--- config.mk ---
export PLATFORM = sky130hd
export DESIGN_NAME = sample_unpacker
export DESIGN_NICKNAME = d
export VERILOG_FILES = /design/src/rtl/sample_unpacker.sv
export SDC_FILE = /design/constraint.sdc
export NUM_CORES = 1
export LEC_CHECK = 0
export ABC_AREA = 1
export CORE_MARGIN = 4
export CORE_UTILIZATION = 45
export CTS_BUF_LIST = sky130_fd_sc_hd__clkbuf_16
export CTS_CLUSTER_SIZE = 28
export DETAILED_ROUTE_END_ITERATION = 10
export GPL_TIMING_DRIVEN = 1
export PLACE_DENSITY = 0.68
export SLEW_MARGIN = 20
export SYNTH_ARGS = -nofsm -noshare
export SYNTH_HDL_FRONTEND = slang
export SYNTH_SLANG_ARGS = --single-unit
--- constraint.sdc ---
create_clock -name clk -period 2.7 [get_ports clk]
set_clock_uncertainty 0.2 [all_clocks]
set_input_delay 0.27 -clock clk [delete_from_list [all_inputs] [get_ports clk]]
set_output_delay 0.27 -clock clk [all_outputs]
set_load 0.1 [all_outputs]
--- src/rtl/sample_unpacker.sv ---
// rtl/sample_unpacker.sv - unpacks WORD_W-bit FIFO words into SAMPLE_W-bit samples
//
// Reads words from a show-ahead FIFO and emits one SAMPLE_W-bit sample for each
// sample_en. Bits that cross a word boundary are joined into one sample.
//
// Ports:
//   clk, reset       rising-edge clock, synchronous active-high reset
//   word_data        FIFO head word, valid while word_valid is high
//   word_valid       FIFO is not empty
//   word_rd_req      combinational pop; the head word is captured on the same edge
//   sample_en        consumer asks for one sample this cycle
//   flush            discards every buffered bit
//   sample_data      registered sample
//   sample_valid     one-cycle strobe, high when sample_data is new
//   underflow        one-cycle strobe: sample_en arrived with too few bits buffered
//   underflow_count  count of underflow events, saturating at all-ones
//   fill_bits        number of bits currently buffered
module sample_unpacker #(
  parameter int WORD_W    = 16,
  parameter int SAMPLE_W  = 3,
  parameter int LSB_FIRST = 1,
  parameter int UF_CNT_W  = 16,
  localparam int BUF_W    = WORD_W + SAMPLE_W - 1,
  localparam int CNT_W    = $clog2(WORD_W + SAMPLE_W)
) (
  input  logic                clk,
  input  logic                reset,
  input  logic [WORD_W-1:0]   word_data,
  input  logic                word_valid,
  output logic                word_rd_req,
  input  logic                sample_en,
  input  logic                flush,
  output logic [SAMPLE_W-1:0] sample_data,
  output logic                sample_valid,
  output logic                underflow,
  output logic [UF_CNT_W-1:0] underflow_count,
  output logic [CNT_W-1:0]    fill_bits
);

  logic [BUF_W-1:0]    bits_q, bits_d;
  logic [CNT_W-1:0]    cnt_q, cnt_d;
  logic [SAMPLE_W-1:0] sample_data_q, sample_data_d;
  logic                sample_valid_q, sample_valid_d;
  logic                underflow_q, underflow_d;
  logic [UF_CNT_W-1:0] uf_cnt_q, uf_cnt_d;

  logic [WORD_W-1:0]   word_ord;
  logic [SAMPLE_W-1:0] sample_ord;
  logic [BUF_W-1:0]    bits_sh;
  logic [CNT_W-1:0]    cnt_after;
  logic                take;
  logic                fetch;

  always_comb begin
    // The core always consumes from bit 0 upwards; MSB-first mode reverses
    // words on entry and samples on exit so that ordering inside a sample is kept.
    word_ord   = '0;
    sample_ord = '0;
    for (int i = 0; i < WORD_W; i++) begin
      word_ord[i] = (LSB_FIRST != 0) ? word_data[i] : word_data[WORD_W-1-i];
    end
    for (int i = 0; i < SAMPLE_W; i++) begin
      sample_ord[i] = (LSB_FIRST != 0) ? bits_q[i] : bits_q[SAMPLE_W-1-i];
    end

    take      = sample_en && (cnt_q >= CNT_W'(SAMPLE_W));
    bits_sh   = take ? (bits_q >> SAMPLE_W) : bits_q;
    cnt_after = take ? (cnt_q - CNT_W'(SAMPLE_W)) : cnt_q;
    // A refill is only requested below one sample's worth of bits, which
    // bounds cnt at SAMPLE_W-1+WORD_W = BUF_W, so the buffer can never overflow.
    fetch     = word_valid && (cnt_after < CNT_W'(SAMPLE_W)) && !reset && !flush;

    bits_d         = bits_sh;
    cnt_d          = cnt_after;
    sample_data_d  = sample_data_q;
    sample_valid_d = 1'b0;
    underflow_d    = 1'b0;
    uf_cnt_d       = uf_cnt_q;

    if (fetch) begin
      bits_d = bits_sh | (BUF_W'(word_ord) << cnt_after);
      cnt_d  = cnt_after + CNT_W'(WORD_W);
    end

    if (take) begin
      sample_data_d  = sample_ord;
      sample_valid_d = 1'b1;
    end else if (sample_en) begin
      // Partial bits stay in the buffer and will lead the next sample.
      sample_data_d = '0;
      underflow_d   = 1'b1;
      if (uf_cnt_q != {UF_CNT_W{1'b1}}) begin
        uf_cnt_d = uf_cnt_q + 1'b1;
      end
    end

    if (flush) begin
      bits_d         = '0;
      cnt_d          = '0;
      sample_data_d  = sample_data_q;
      sample_valid_d = 1'b0;
      underflow_d    = 1'b0;
      uf_cnt_d       = uf_cnt_q;
    end
  end

  always_ff @(posedge clk) begin
    if (reset) begin
      bits_q         <= '0;
      cnt_q          <= '0;
      sample_data_q  <= '0;
      sample_valid_q <= 1'b0;
      underflow_q    <= 1'b0;
      uf_cnt_q       <= '0;
    end else begin
      bits_q         <= bits_d;
      cnt_q          <= cnt_d;
      sample_data_q  <= sample_data_d;
      sample_valid_q <= sample_valid_d;
      underflow_q    <= underflow_d;
      uf_cnt_q       <= uf_cnt_d;
    end
  end

  assign word_rd_req     = fetch;
  assign sample_data     = sample_data_q;
  assign sample_valid    = sample_valid_q;
  assign underflow       = underflow_q;
  assign underflow_count = uf_cnt_q;
  assign fill_bits       = cnt_q;

endmodule

Word-level counts from Yosys, hierarchy flattened
Cells that the tools add are included.
W data, S select, Z words.
Storage, ports and cells
  register bits: 44
  input bits: 21
  output and inout port bits: 27
  word-level logic and storage cells: 35
Cells by class
  add/sub/neg operators: 3
  magnitude comparators: 2
  equal/unequal tests: 1
  shift operators: 1
  mux-type cells: 8
  bitwise logic cells: 3
  reduce and logical (&&, ||, !) cells: 11
Operators by type and width (count)
  $mux W18: 2
  $or A18 B18 Y18: 1
  $shl A16 B5 Y18: 1
  $add A16 B1 Y16 const B: 1
  $ne A16 B16 Y1 const B: 1
  $mux W5: 2
  $mux W3: 2
  $add A5 B5 Y5 const B: 1
  $ge A5 B2 Y1 const B: 1
  $lt A5 B2 Y1 const B: 1
  $sub A5 B2 Y5 const B: 1
  $logic_and A1 B1 Y1: 4
  $reduce_and A4 Y1: 1
  $reduce_or A3 Y1: 1
  $logic_not A1 Y1: 2
  $mux W1: 2
  $not A1 Y1: 2
  $reduce_and A2 Y1: 1
  $reduce_bool A2 Y1: 1
  $reduce_or A2 Y1: 1

Longest topological paths before layout
Gate-level depths: netlist of run 1.
  word-level depth: 8
  gate-level depth with buffers: 14
  depth with buffers taken out: 14

Worst setup path before layout of run 1
Ideal clock, no wire load.
  path kind: register to register
  from: reg cnt_q[0], in the netlist fill_bits[0]
  to: reg bits_q[2]
  setup time: 0.069 ns
  arrival time: 2.699 ns
  setup slack: -0.268 ns
  stages on the path, launching flop included: 13
  path buffers: 1
  clock period less this slack: 2.968 ns
  cell sequence: dfxtp_1 ha_1 nor2_4 nand2_4 o21ai_4 nand2_1 nand2_4 nor2_4 nand3_4 nor2_8 buf_6 nand2_1 a21oi_2
Between the ends
  cells in the longest elaborated chain, start to end: 8
  elaborated cells on any way between the ends: 12
  classes of those cells: 1 x add/sub; 2 x order compare; 1 x shift; 3 x mux; 1 x bitwise; 4 x reduce/logical
RTL lines
  start, declared: RTL line 41  | logic [CNT_W-1:0] cnt_q, cnt_d;
  start signal, assigned: RTL line 117  | cnt_q <= cnt_d;
  $ge A5 B2 Y1: RTL line 66  | take = sample_en && (cnt_q >= CNT_W'(SAMPLE_W));
  $logic_and A1 B1 Y1: RTL line 66
  $mux W5 (*): RTL line 68  | cnt_after = take ? (cnt_q - CNT_W'(SAMPLE_W)) : cnt_q;
  $lt A5 B2 Y1 (*): RTL line 71  | fetch = word_valid && (cnt_after < CNT_W'(SAMPLE_W)) && !reset && !flush;
  $logic_and A1 B1 Y1 (*) (3 in a row): RTL line 71
  net word_rd_req: RTL line 30  | output logic word_rd_req,
  $mux W18 (*): RTL line 80  | if (fetch) begin
  end signal, assigned: RTL line 116  | bits_q <= bits_d;
  end, declared: RTL line 40  | logic [BUF_W-1:0] bits_q, bits_d;
Mark *: on every way through the listed nets, which the timed path passes. The rest lies on a longest branch.
A chain may end at the register's enable or synchronous reset.

Worst setup path in the final report of run 1
  from: reg cnt_q[0], in the netlist fill_bits[0]
  to: out word_rd_req
Between the ends
  cells in the longest elaborated chain, start to end: 7
  elaborated cells on any way between the ends: 8
  classes of those cells: 1 x add/sub; 2 x order compare; 1 x mux; 4 x reduce/logical
RTL lines (RTL line)
  $ge A5 B2 Y1: 66
  $logic_and A1 B1 Y1: 66
  $mux W5 (*): 68
  $lt A5 B2 Y1 (*): 71
  $logic_and A1 B1 Y1 (*) (3 in a row): 71
  end, declared: 30
Every way passes the cells marked *; elsewhere a longest branch is shown, timed or not.

==> results of run 1 <==
[tightest hold or removal path: stages, from the launching register on]
cell and delay (ns):
dfxtp_1 0.31, nand2_1 0.07, a21oi_2 0.05
[per-layer routing]
metal | GRT usage, % | vias up | routed length [um]
met5 | 0 | - | 0
met4 | 5.468 | 0 | 40
met3 | 3.650 | 2 | 393
met2 | 31.71 | 69 | 3184
met1 | 25.00 | 1237 | 3151
li1 | - | 1404 | -
[report_power, final]
| group | switching, mW | internal (mW) |
|---|---|---|
| logic | 0.153 | 0.0816 |
| registers | 0.00727 | 0.659 |
| clock network | 0.258 | 0.435 |
| total | 0.418 | 1.18 |
[state kept, by name, indices dropped and copies added, names as in the netlist]
register,count
bits_q,18
fill_bits,5
sample_data,3
sample_valid,1
underflow,1
underflow_count,16
[cell usage in the layout, fill, tap and decap left out, drive strengths merged, types with 2 or more instances in the layout]
cell type	instances
nor3	5
a31oi	5
dfxtp	44
nand3	56
clkdlybuf4s50	20
ha	2
xnor2	3
nor4	3
nand4	3
nand2	108
clkbuf	5
inv	53
clkinv	2
nor2	41
buf	35
xor2	4
a21oi	26
o211ai	2
and3	3
o21ai	28
[path summary, 6_finish.rpt]
check | from | slack [ns] | cells after the start | to
worst max-delay path | fill_bits[0]$_SDFF_PP0_ | 0.17 | 10 | word_rd_req
worst min-delay path | bits_q[16]$_SDFF_PP0_ | 0.28 | 2 | bits_q[16]$_SDFF_PP0_
worst max register to register | fill_bits[0]$_SDFF_PP0_ | 0.28 | 12 | bits_q[0]$_SDFF_PP0_
worst min register to register | bits_q[16]$_SDFF_PP0_ | 0.28 | 2 | bits_q[16]$_SDFF_PP0_
[timing repair]
item,4_1_cts,5_1_grt
hold buffers,0,0
pin swaps,2,0
setup buffers,3,0
setup endpoints to repair,1,9
resized for setup,0,3
[through the flow]
stage / setup slack (ns) / std cells / hold slack, ns / area, sq um
floorplan: 0.0002791 / 404 / 0.2333 / 2721
global placement: 0.1475 / 517 / 0.2574 / 3181
detailed placement: 0.1090 / 517 / 0.2717 / 3181
CTS: 0.01612 / 528 / 0.2792 / 3371
global route: 0.04819 / 528 / 0.3034 / 3383
finish: 0.1740 / 528 / 0.2769 / 3383
[synth_stat cells, types with 4 or more instances]
library cell / count
clkbuf_1: 7
inv_1: 50
nor2_1: 35
a21oi_1: 19
o21ai_1: 4
nand3_1: 52
o21ai_0: 21
nor2_4: 4
xor2_1: 4
a31oi_1: 4
a21oi_2: 7
nand2_2: 8
dfxtp_1: 44
nor3_1: 5
nand2_1: 97
[cells by family after synthesis]
family | Yosys count | synth area share, %
mux | 1 | 0.3685
buf+inv | 67 | 10.55
xor+xnor | 7 | 2.257
flops | 44 | 32.43
fa+ha+maj | 2 | 0.9211
simple gates | 220 | 39.29
compound gates | 63 | 14.19
[final cells by class]
| class | instances | area, sq um | area share (%) |
|---|---|---|---|
| Sequential cell | 44 | 885.9 | 26.18 |
| Inverter | 53 | 198.9 | 5.880 |
| Clock inverter | 3 | 42.54 | 1.257 |
| Timing Repair Buffer | 55 | 475.5 | 14.05 |
| Multi-Input combinational cell | 293 | 1562 | 46.15 |
| Clock buffer | 5 | 125.1 | 3.698 |
| Tap cell | 75 | 93.84 | 2.774 |
==> reports/results.tsv, run 1 <==
stage	metric	value	unit
outcome	outcome	complete, no violations	
worst_setup_path	Crit-path slowest cell	dfxtp_2	
power_and_ir_drop	P_leak	1.396	nW
cells_and_area	final core utilization	57.48	%
global_routing	first-pass GRT wire length	11390	um
clock_network	clock sinks	44	
timing	Final setup violation count	0	
routing	First-pass DRT Iterations	5	
yosys	Synth Register Bits	44	
yosys	Post-synth EDFFs	0	
place	# port buffers	47	
yosys	Synth Net Count	427	
timing	fmax	0.3959	GHz
worst_setup_path	Critical Path Sink Type	primary output	
cells_and_area	layout cell share with drive strength beyond 1	18.54	%
power_and_ir_drop	P per Cell Area	470.8	nW/um^2
timing	Worst Tran Pin Value	0.6170	ns
worst_setup_path	WP data required	2.23	ns
timing	Slew Viols, Final	0	
clock_network	clock transition at the registers of the reported paths	0.06	ns
routing	Residual DRC	0	
worst_setup_path	slowest stage delay, CP	0.40	ns
routing	Routed WL	6769	um
yosys	Yosys top cell by area	dfxtp_1	
worst_setup_path	Setup CP Type	register to primary output	
clock_network	Max Root-Sink Buffers	2	
timing	Slew headroom	58.86	%
yosys	ys async rst share	0	%
global_routing	initial antenna violation count	0	
worst_setup_path	CP bufs+invs	1	
global_routing	Global Route Usage Sum	19.01	%
clock_network	cts bufs inserted	5	
clock_network	CTS tree	built	
yosys	Main synth FF type	dfxtp_1	
die	Core Region	5886	sq um
timing	Final Hold Fails	0	
place	dpl hpwl	5097	um
yosys	Synth warnings	0	
worst_hold_path	class of the worst hold path	register to register	
die	Die X	85.70	um
yosys	Post-Syn Instances	404	
worst_setup_path	Top delay family on crit path	simple AND/OR/NAND/NOR gates	
die	Initial Util	46.15	%
routing	ANT nets after route	0	
clock_network	Max H-tree Level	2	
die	FP Rows	28	
routing	vias per cell	5.136	
timing	RSZ-0062 raised after global routing	no	
cells_and_area	P&R area growth vs syn	24.55	%
global_routing	pin count of the biggest net entering global routing	27	
routing	WL per Instance	12.82	um
global_routing	grt ovf	0	
die	num ports	48	
die	die area	7344	sq um
place	GP Congestion	0.8648	
yosys	Seq/Total Area, Yosys	32.43	%
worst_setup_path	Setup crit start kind	register	
yosys	syn_area_per_cell	6.724	sq um
power_and_ir_drop	Final Total Pwr	1.593	mW
cells_and_area	diodes inserted	0	
yosys	Cell Area, Synth	2716	sq um
worst_setup_path	CP Max Fanout	26	
worst_setup_path	CP Data Arrival Time	2.06	ns
clock_network	Clock Latency Late Sink	0.29	ns
yosys	Netlist cell types	37	
worst_setup_path	cells along the critical path	ha_2 -> nor2_4 -> nand2_4 -> nor2_4 -> nor2_8 -> o21ai_2 -> nand2_2 -> nand3_4 -> nor2_8 -> buf_12	
cells_and_area	Final nets	475	
power_and_ir_drop	Worst VDD drop	0.2831	mV
die	Die Y-Extent	85.70	um
yosys	Yosys top cell area share	32.43	%
yosys	largest cells by area after synthesis	dfxtp_1 32%, nand2_1 13%, nand3_1 9.6%	
routing	Iter 0 DRT Violations	221	
timing	fin crit share	93.55	%
clock_network	Root Driver	clkbuf_16	
timing	minimum clock period	2.526	ns
routing	total vias in the final route	2712	
cells_and_area	Fillers	581	
run	Max-Cap Viols	0	
global_routing	vias in the first global route	2524	
timing	Sum Neg Setup Slack	0	ns
No activity file was read; power rests on OpenSTA's default activity.
==> run 2, diff against run 1 <==
- SLEW_MARGIN: 20 -> 5
==> results of run 2 <==
The final DEF is identical to that of run 1; final timing and power are the same.
==> RTL edit, RTL diff (config.mk and constraints of run 1) <==
`LSB_FIRST`: 1 -> 0.
--- a/src/rtl/sample_unpacker.sv
+++ b/src/rtl/sample_unpacker.sv
@@ -19,5 +19,5 @@
   parameter int WORD_W    = 16,
   parameter int SAMPLE_W  = 3,
-  parameter int LSB_FIRST = 1,
+  parameter int LSB_FIRST = 0,
   parameter int UF_CNT_W  = 16,
   localparam int BUF_W    = WORD_W + SAMPLE_W - 1,
Formal check against the unedited RTL: not equivalent (a bounded check fails within 4 cycles, from zero or initial values and one cycle with reset high).
==> RTL edit against run 1 <==
Non-clock buffer count up 7; global-route usage down 0.70 points; area after synthesis down 1.6%; clock power up 0.9%; sequential power about the same; cell count up 0.95%; largest power group unchanged; sequential cell count unchanged; critical path depth up 1; final area unchanged; routed wire length down 3.4%; worst setup slack worse by 0.032 ns; total power up 0.29%.
==> RTL edit: results (changes against run 1) <==
Synthesis
  – Synth Area in Compound Gates: 0.1329 (was 0.1419)
  – Post-Synth Adder-Cell Area: 0.009359 (was 0.009212)
  – Area contributors post-synth: dfxtp_1 (33%), nand2_1 (14%), nand3_1 (9.7%), inv_1 (7.0%), nor2_1 (4.8%) (was dfxtp_1 (32%), nand2_1 (13%), nand3_1 (9.6%), inv_1 (6.9%), nor2_1 (4.8%))
  – Post-synth net total: 429 (was 427)
  – Syn_area_per_cell: 6.586 um2 (was 6.724 um2)
  – XOR/XNOR Fraction of Synth Area: 0.02293 (was 0.02257)

GRT
  – Met2 Track Usage GR: 0.3037 (was 0.3171)
  – Vias in the first global route: 2507 (was 2524)
  – Largest net degree at the start of global routing: 20 (was 27)
  – Global-route wire length before repair: 11.18 mm (was 11.39 mm)
  – Met1 Use GR: 0.2442 (was 0.2500)

Outcome
  – Status: completed (unchanged)

Final layout
  – Layout cells sized above 1: 0.1887 (was 0.1854)
  – Fillcell total: 543 (was 581)
  – Clock-cell share: 0.05067 (was 0.04956)
  – Layout non-clock buf frac: 0.1561 (was 0.1405)
  – Num sequential: 44 (unchanged)
  – # nets final: 483 (was 475)
  – Fin cells: 533 (was 528)
  – Comb_multi_in: 294 (was 293)

Routing
  – Vias: 2724 (was 2712)
  – Met2 Routed Length: 3.109 mm (was 3.184 mm)
  – Routed wl met3: 287 um (was 393 um)
  – 1st-iter DRT viols: 154 (was 221)
  – WL met1: 3.112 mm (was 3.151 mm)

Worst setup path
  – CP Data Arrival Time: 2.09 ns (was 2.06 ns)
  – Reg-to-reg slack, setup: 0.33 ns (was 0.28 ns)
  – Crit path max fanout: 8 (was 26)

Placement
  – Hpwl dp: 4.955 mm (was 5.097 mm)
  – Placed insts: 518 (was 517)
  – DP Worst Slack: 0.1600 ns (was 0.1090 ns)
  – Routability cong.: 0.8856 (was 0.8648)

CTS
  – Post-CTS setup buffer count: 0 (was 3)

Timing
  – Rel. slew slack: 0.5807 (was 0.5886)

Min path
  – Hold path start: bits_q[2]$_SDFF_PP0_ (was bits_q[16]$_SDFF_PP0_)
  – Worst Hold End: sample_data[0]$_SDFFE_PP0P_ (was bits_q[16]$_SDFF_PP0_)

Power and ir drop
  – Leak pwr: 1.420 nW (was 1.396 nW)
  – Clock net power: 0.000698 W (was 0.000692 W)
  – Internal power: 0.001184 W (was 0.001175 W)
RTL edit: cell types whose count changed in the layout (fill, tap and decap cells not counted), moves of 2 or more:
cell	run 1	this run
buf_4	34	41
nand2_1	97	101
a21oi_2	7	4
a21oi_1	19	21
a31oi_1	4	6
nor2_2	0	2
RTL edit: cell families (layout without fill, tap and decap cells):
kind of cell,after synthesis,in the layout
AO/OA/AOI/OAI,62,62
XOR/XNOR,7,7
adder cells (fa/ha/maj),2,2
buffers and inverters,68,123
flip-flops,44,44
multiplexers,1,1
AND/OR/NAND/NOR,222,222
RTL edit: metrics by stage:
stage	hold WS (ns)	instance area, um2
CTS	0.2711	3324
detailed placement	0.2633	3153
global placement	0.2593	3153
floorplan	0.2334	2680
finish	0.2780	3383
global route	0.3074	3383
